### src/rtl/lsu_pkg.sv
// rtl/lsu_pkg.sv - shared types and helpers for the load/store bus controller
package lsu_pkg;

    typedef enum logic [1:0] {
        IDLE = 2'd0,
        BUS  = 2'd1,
        DONE = 2'd2
    } lsu_state_e;

    typedef enum logic {
        LD = 1'b0,
        ST = 1'b1
    } lsu_dir_e;

    // Counter width able to hold every value 0..timeout
    function automatic int wdt_width(input int timeout);
        return $clog2(timeout + 1);
    endfunction

endpackage

### src/rtl/lsu_wdt.sv
// rtl/lsu_wdt.sv - bus wait-cycle watchdog, expires on the TIMEOUT-th stalled cycle
module lsu_wdt
    import lsu_pkg::*;
#(
    parameter int TIMEOUT = 255
) (
    input  logic clk,
    input  logic rst,
    input  logic clr,
    input  logic en,
    output logic expired
);

    localparam int CW = wdt_width(TIMEOUT);
    localparam logic [CW-1:0] LIMIT = CW'(TIMEOUT - 1);

    logic [CW-1:0] cnt_q;
    logic [CW-1:0] cnt_d;

    // The current stalled cycle is the limit-th one when TIMEOUT-1 have already been counted
    assign expired = en && (cnt_q == LIMIT);

    // Next count: clear on bus entry, otherwise count stalled cycles up to the limit
    always_comb begin
        cnt_d = cnt_q;
        if (clr) begin
            cnt_d = '0;
        end else if (en && !expired) begin
            cnt_d = cnt_q + CW'(1);
        end
    end

    // Counter register
    always_ff @(posedge clk) begin
        if (rst) begin
            cnt_q <= '0;
        end else begin
            cnt_q <= cnt_d;
        end
    end

endmodule

### src/rtl/lsu_bus_ctl.sv
// rtl/lsu_bus_ctl.sv - CPU request to single registered bus transaction; optional watchdog under LSU_TIMEOUT_EN
module lsu_bus_ctl
    import lsu_pkg::*;
#(
    parameter int ADDR_W  = 16,
    parameter int DATA_W  = 8,
    parameter int TIMEOUT = 255
) (
    input  logic              clk,
    input  logic              rst,
    input  logic [ADDR_W-1:0] addr_in,
    input  logic [DATA_W-1:0] wdata_in,
    input  logic              mem_read,
    input  logic              mem_write,
    output logic              mem_ok,
    output logic              mem_err,
    output logic [DATA_W-1:0] lsu_out,
    output logic [ADDR_W-1:0] addr,
    output logic [DATA_W-1:0] wdata,
    input  logic [DATA_W-1:0] rdata,
    output logic              write,
    output logic              read,
    input  logic              rdy
);

    lsu_state_e        state_q,   state_d;
    lsu_dir_e          dir_q,     dir_d;
    logic [ADDR_W-1:0] addr_q,    addr_d;
    logic [DATA_W-1:0] wdata_q,   wdata_d;
    logic [DATA_W-1:0] lsu_out_q, lsu_out_d;
    logic              read_q,    read_d;
    logic              write_q,   write_d;
    logic              mem_ok_q,  mem_ok_d;
    logic              mem_err_q, mem_err_d;
    logic              wdt_expired;

`ifdef LSU_TIMEOUT_EN
    logic wdt_clr;
    logic wdt_en;

    // Count restarts on every capture so each transaction gets the full budget
    assign wdt_clr = (state_q == IDLE) && (mem_read || mem_write);
    assign wdt_en  = (state_q == BUS) && !rdy;

    lsu_wdt #(
        .TIMEOUT (TIMEOUT)
    ) u_wdt (
        .clk     (clk),
        .rst     (rst),
        .clr     (wdt_clr),
        .en      (wdt_en),
        .expired (wdt_expired)
    );
`else
    assign wdt_expired = 1'b0;
`endif

    // Next-state and next-output logic; all bus outputs are registered
    always_comb begin
        state_d   = state_q;
        dir_d     = dir_q;
        addr_d    = addr_q;
        wdata_d   = wdata_q;
        read_d    = read_q;
        write_d   = write_q;
        lsu_out_d = lsu_out_q;
        mem_ok_d  = 1'b0;
        mem_err_d = 1'b0;
        case (state_q)
            IDLE: begin
                if (mem_write || mem_read) begin
                    state_d = BUS;
                    addr_d  = addr_in;
                    // Write has priority when both requests are raised together
                    if (mem_write) begin
                        dir_d   = ST;
                        wdata_d = wdata_in;
                        write_d = 1'b1;
                        read_d  = 1'b0;
                    end else begin
                        dir_d   = LD;
                        wdata_d = '0;
                        write_d = 1'b0;
                        read_d  = 1'b1;
                    end
                end
            end
            BUS: begin
                // rdy takes precedence over a watchdog expiry in the same cycle
                if (rdy) begin
                    if (dir_q == LD) begin
                        lsu_out_d = rdata;
                    end
                    state_d  = DONE;
                    mem_ok_d = 1'b1;
                    addr_d   = '0;
                    wdata_d  = '0;
                    read_d   = 1'b0;
                    write_d  = 1'b0;
                end else if (wdt_expired) begin
                    state_d   = DONE;
                    mem_ok_d  = 1'b1;
                    mem_err_d = 1'b1;
                    addr_d    = '0;
                    wdata_d   = '0;
                    read_d    = 1'b0;
                    write_d   = 1'b0;
                end
            end
            DONE: begin
                state_d = IDLE;
            end
            default: begin
                state_d = IDLE;
                addr_d  = '0;
                wdata_d = '0;
                read_d  = 1'b0;
                write_d = 1'b0;
            end
        endcase
    end

    // State and output registers with synchronous reset
    always_ff @(posedge clk) begin
        if (rst) begin
            state_q   <= IDLE;
            dir_q     <= LD;
            addr_q    <= '0;
            wdata_q   <= '0;
            read_q    <= 1'b0;
            write_q   <= 1'b0;
            lsu_out_q <= '0;
            mem_ok_q  <= 1'b0;
            mem_err_q <= 1'b0;
        end else begin
            state_q   <= state_d;
            dir_q     <= dir_d;
            addr_q    <= addr_d;
            wdata_q   <= wdata_d;
            read_q    <= read_d;
            write_q   <= write_d;
            lsu_out_q <= lsu_out_d;
            mem_ok_q  <= mem_ok_d;
            mem_err_q <= mem_err_d;
        end
    end

    assign mem_ok  = mem_ok_q;
    assign mem_err = mem_err_q;
    assign lsu_out = lsu_out_q;
    assign addr    = addr_q;
    assign wdata   = wdata_q;
    assign read    = read_q;
    assign write   = write_q;

endmodule

### config.mk
export PLATFORM = sky130hd
export DESIGN_NAME = lsu_bus_ctl
export DESIGN_NICKNAME = d
export VERILOG_FILES = /design/src/rtl/lsu_pkg.sv /design/src/rtl/lsu_wdt.sv /design/src/rtl/lsu_bus_ctl.sv
export SDC_FILE = /design/constraint.sdc
export NUM_CORES = 1
export LEC_CHECK = 0
export CELL_PAD_IN_SITES_DETAIL_PLACEMENT = 0
export CELL_PAD_IN_SITES_GLOBAL_PLACEMENT = 2
export CORE_MARGIN = 1.5
export CORE_UTILIZATION = 20
export CTS_CLUSTER_DIAMETER = 60
export DETAILED_ROUTE_END_ITERATION = 10
export PLACE_DENSITY = 0.82
export SYNTH_ARGS = -nofsm -noshare
export SYNTH_HDL_FRONTEND = slang
export SYNTH_SLANG_ARGS = --single-unit
### constraint.sdc
create_clock -name clk -period 1.5 [get_ports clk]
set_clock_uncertainty 0.15 [all_clocks]
set_input_delay 0.45 -clock clk [delete_from_list [all_inputs] [get_ports clk]]
set_output_delay 0.45 -clock clk [all_outputs]
set_load 0.02 [all_outputs]
# Yosys cells after proc, flatten, opt, wreduce, memory -nomap -nowiden
# Index checks and enable logic that the tools add are counted.
# word_totals
ff_bits	38
latchBits	0
ramBits	0
mem_bits_ro	0
inputBits	37
output_inout_bits	36
word_cells	40
mem_count	0
# classes
addsub	0
n_mul	0
n_div	0
n_lt_le_gt_ge	0
n_eq_ne	4
n_shift	0
n_mux	18
bitwise_logic	3
n_reduce_logical	7
# op_table
cell	count
16-bit case mux with 3 select lines	1
16-bit two-way mux	2
8-bit two-way mux	3
8-bit case mux with 3 select lines	1
1-bit two-way mux	6
1-bit case mux with 3 select lines	2
3-bit AND reduction	2
2-bit two-way mux	2
2-bit != test, second input constant	2
2-bit case mux with 2 select lines	1
2-bit AND reduction	2
1-bit inverter	3
2-bit by 1-bit equality test with 1-bit output, second input constant	1
2-bit equality test, second input constant	1
2-bit logical NOT	1
2-bit OR reduction	1
1-bit logical OR	1

# Depth between registers and ports, before layout
# depth
depth_word	3
depth_mapped	6
ltp_nobuf	3

# Least setup slack after synthesis
# No wires, ideal clock.
# synth_timing
path_kind	input-to-reg
from	in mem_write
to	reg wdata_q[6], in the netlist wdata[6]
setup_time_ns	0.117
arrival_ns	1.238
required_ns	1.233
slack_ns	-0.004
stages	5
path_buffers	2
cell_sequence	nor2_2 o311a_1 buf_6 buf_8 a22o_1
# synth_via
elab_chain_cells	3
word_cells_on_any_way	6
classes_between	eq/ne (1); mux (3); reduce/logical (2)
# synth_lines
item	line_no	rtl
from (decl)	lsu_bus_ctl.sv:14	input logic mem_write,
8-bit two-way mux or 1-bit logical OR (tied branches)	lsu_bus_ctl.sv:75, lsu_bus_ctl.sv:71	
8-bit two-way mux or 2-bit != test (tied branches)	--	
8-bit case mux with 3 select lines or 3-bit AND reduction (tied branches)	--	
to (signal assigned)	lsu_bus_ctl.sv:139	wdata_q <= wdata_d;
to (decl)	lsu_bus_ctl.sv:29	logic [DATA_W-1:0] wdata_q, wdata_d;
# Several ways; a longest one is shown, not always the timed one. The select of a mux whose other input is x is not followed.
# A chain may end at the register's enable or synchronous reset.

# Final worst setup path
# layout_timing
from	in mem_write
to	reg wdata_q[1], in the netlist wdata[1]
# Same word-level chain as after synthesis.

==> run_results.csv <==
group,metric,value,unit
run_status,status,"finished, final reports clean",
drt,drt_iter0_drc,28,
drt,drt-pass1-iter-count,4,
floorplanning,die_h,83.5,µm
grt,globalRouteOverflowTotal,0,
drt,vias,1156,
placement,dp_hpwl,2.30,mm
clocking,cts_buffers,5,
setup_path,cp.arrival,1500,ps
clocking,cts_setup_buffers,0,
synthesis,syn_inst,107,
floorplanning,placementRows,29,
synthesis,syn_avg_cell_area,12.1,µm²
clocking,clk_path_buf_depth,2,
layout,antenna_cells,0,
layout,final_common_cell,"dfxtp_1",
timing,grt_setup_unrepaired,"false",
floorplanning,start_util,20.5,%
drt,routedWlPerCell,12.0,µm
layout,finish.utilization,35.0,%
timing,fmax,0.680,GHz
placement,dp_slack,-545,ps
layout,area_delta_synth_final,70.7,%
setup_path,path_class,"in2reg",
floorplanning,core-area,0.00631,mm²
timing,min_period,1470,ps
synthesis,ys_ff_latch,38,
pwr,ir_worst_vdd,0.000399,V
pwr,p_per_area,1050,mW/mm²
layout,finalNetCount,237,
timing,fin_crit_sh,98.0,%
clocking,cts_tree,"done",
synthesis,synth_nets,144,
clocking,clock_sinks,38,
floorplanning,fp.dieW,83.5,µm
timing,setup_viol,0,
setup_path,start_kind,"input port",
synthesis,synth_cell_types,23,
placement,port_buffers,71,
synthesis,netlist_area,0.00129,mm²
drt,wirelength,3.32,mm
placement,place.gp.congestion,0.689,
timing,hold_violations,0,
floorplanning,dieArea,0.00697,mm²
timing,finalMaxSlewViolations,0,
grt,grt_pass1_wl,5.61,mm
clocking,hold_buffers,0,
setup_path,cp_max_fo,13,
pwr,p_leak,1.01,nW
drt,route.detailed.drc,0,
floorplanning,io_pins,73,
clocking,clkTransAtPathRegs,70,ps
hold_path,hold_class,"reg2reg",
grt,grt_usage,10.1,%
setup_path,required,1530,ps
synthesis,seq_area_frac_synth,58.7,%
setup_path,critPathCaptureType,"register",
drt,detail-route-antenna-nets,0,
run,drv_cap,0,
grt,grt_pass1_vias,1183,
layout,final_cell_mix,"dfxtp_1 (37), buf_2 (34), clkdlybuf4s50_1 (32)",
clocking,clock-root-buffer,"clkbuf_8",
drt,via_per_inst,4.16,
grt,antenna_found_initial,0,
grt,grt_max_degree,18,
layout,drive_gt1_share,35.8,%
timing,fin_ws,30.0,ps
layout,fillers,664,
clocking,clkLatencyLatePin,280,ps
clocking,htree_levels,2,
synthesis,yosys_warnings,0,
==> area by class of cell <==
cell class	instances	area (µm²)	area share, %
timing repair buffer	95	787	35.6
sequential	38	762	34.5
multi-input combinational	58	467	21.1
tap	77	96.3	4.36
clock buffer	7	86.3	3.90
inverter	2	7.51	0.340
clock inverter	1	5.00	0.226
==> worst paths after layout <==
kind	slack, ps	from	depth (start not counted)	end
min	310	write	1	write
max reg2reg	50	state_q[1]	3	wdata[1]
max	30	mem_write	5	wdata[1]
min reg2reg	310	write	1	write
==> logic make-up (layout without fill, tap and decap cells) <==
family / after synthesis / in the layout / synth area share (%)
other cells: 1 / 1 / 0.290
flops: 38 / 38 / 58.7
simple gates: 18 / 18 / 7.92
mux: 8 / 8 / 6.18
compound gates: 31 / 31 / 20.4
buf+inv: 11 / 105 / 6.47
==> metal layers <==
metal | global-route usage, % | vias to the layer above | wire (µm)
met1 | 12.2 | 532 | 1480
met4 | 4.02 | 0 | 42
met2 | 16.0 | 44 | 1500
li1 | - | 573 | -
met3 | 4.25 | 7 | 292
met5 | 0 | - | 0
==> worst max-delay path: stages <==
cell and delay (ps):
dlygate4sd2_1 250, nor2_4 60, o311a_4 350, buf_12 160, a22o_1 220
==> timing repair <==
action / 4_1_cts / 5_1_grt
gates cloned: 1 / 0
setup endpoints to repair: 69 / 24
resized for setup: 122 / 24
pin swaps: 2 / 0
==> Yosys cell counts, drive strengths merged <==
cell type / number / area (µm²)
o311a: 1 / 10.0
a21bo: 1 / 10.0
a21oi: 1 / 5.00
mux2i: 8 / 80.1
dfxtp: 38 / 761
o21ai: 1 / 5.00
a22o: 25 / 219
and3: 1 / 6.26
conb: 1 / 3.75
nor3: 3 / 15.0
o31ai: 1 / 7.51
nor2: 10 / 40.0
buf: 8 / 72.6
nor4: 1 / 21.3
clkbuf: 1 / 3.75
a21o: 1 / 7.51
nand2: 2 / 7.51
and4bb: 1 / 12.5
inv: 2 / 7.51
==> flip-flops by register name, summed over array words and instances (netlist names) <==
signal / cells
write: 1
lsu_out: 8
mem_ok: 1
wdata: 8
addr: 16
state_q: 2
read: 1
dir_q: 1
==> stage by stage <==
stage / instances / cell area, µm² / hold WS [ps] / TNS (ps) / power, mW
3_3_place_gp: 269 / 2250 / 298 / -16080 / 1.67
2_1_floorplan: 107 / 1300 / 376 / 0 / 1.36
4_1_cts: 278 / 2350 / 319 / 0 / 2.40
5_1_grt: 278 / 2210 / 336 / 0 / 2.45
3_5_place_dp: 269 / 2250 / 306 / -16860 / 1.68
6_report: 278 / 2210 / 308 / 0 / 2.32
==> where the power goes <==
group          switching, mW  internal [mW]
logic                  0.220          0.272
clock network          0.346          0.371
registers             0.0349           1.08
total                  0.601           1.72
No activity file was read; power rests on OpenSTA's default activity.
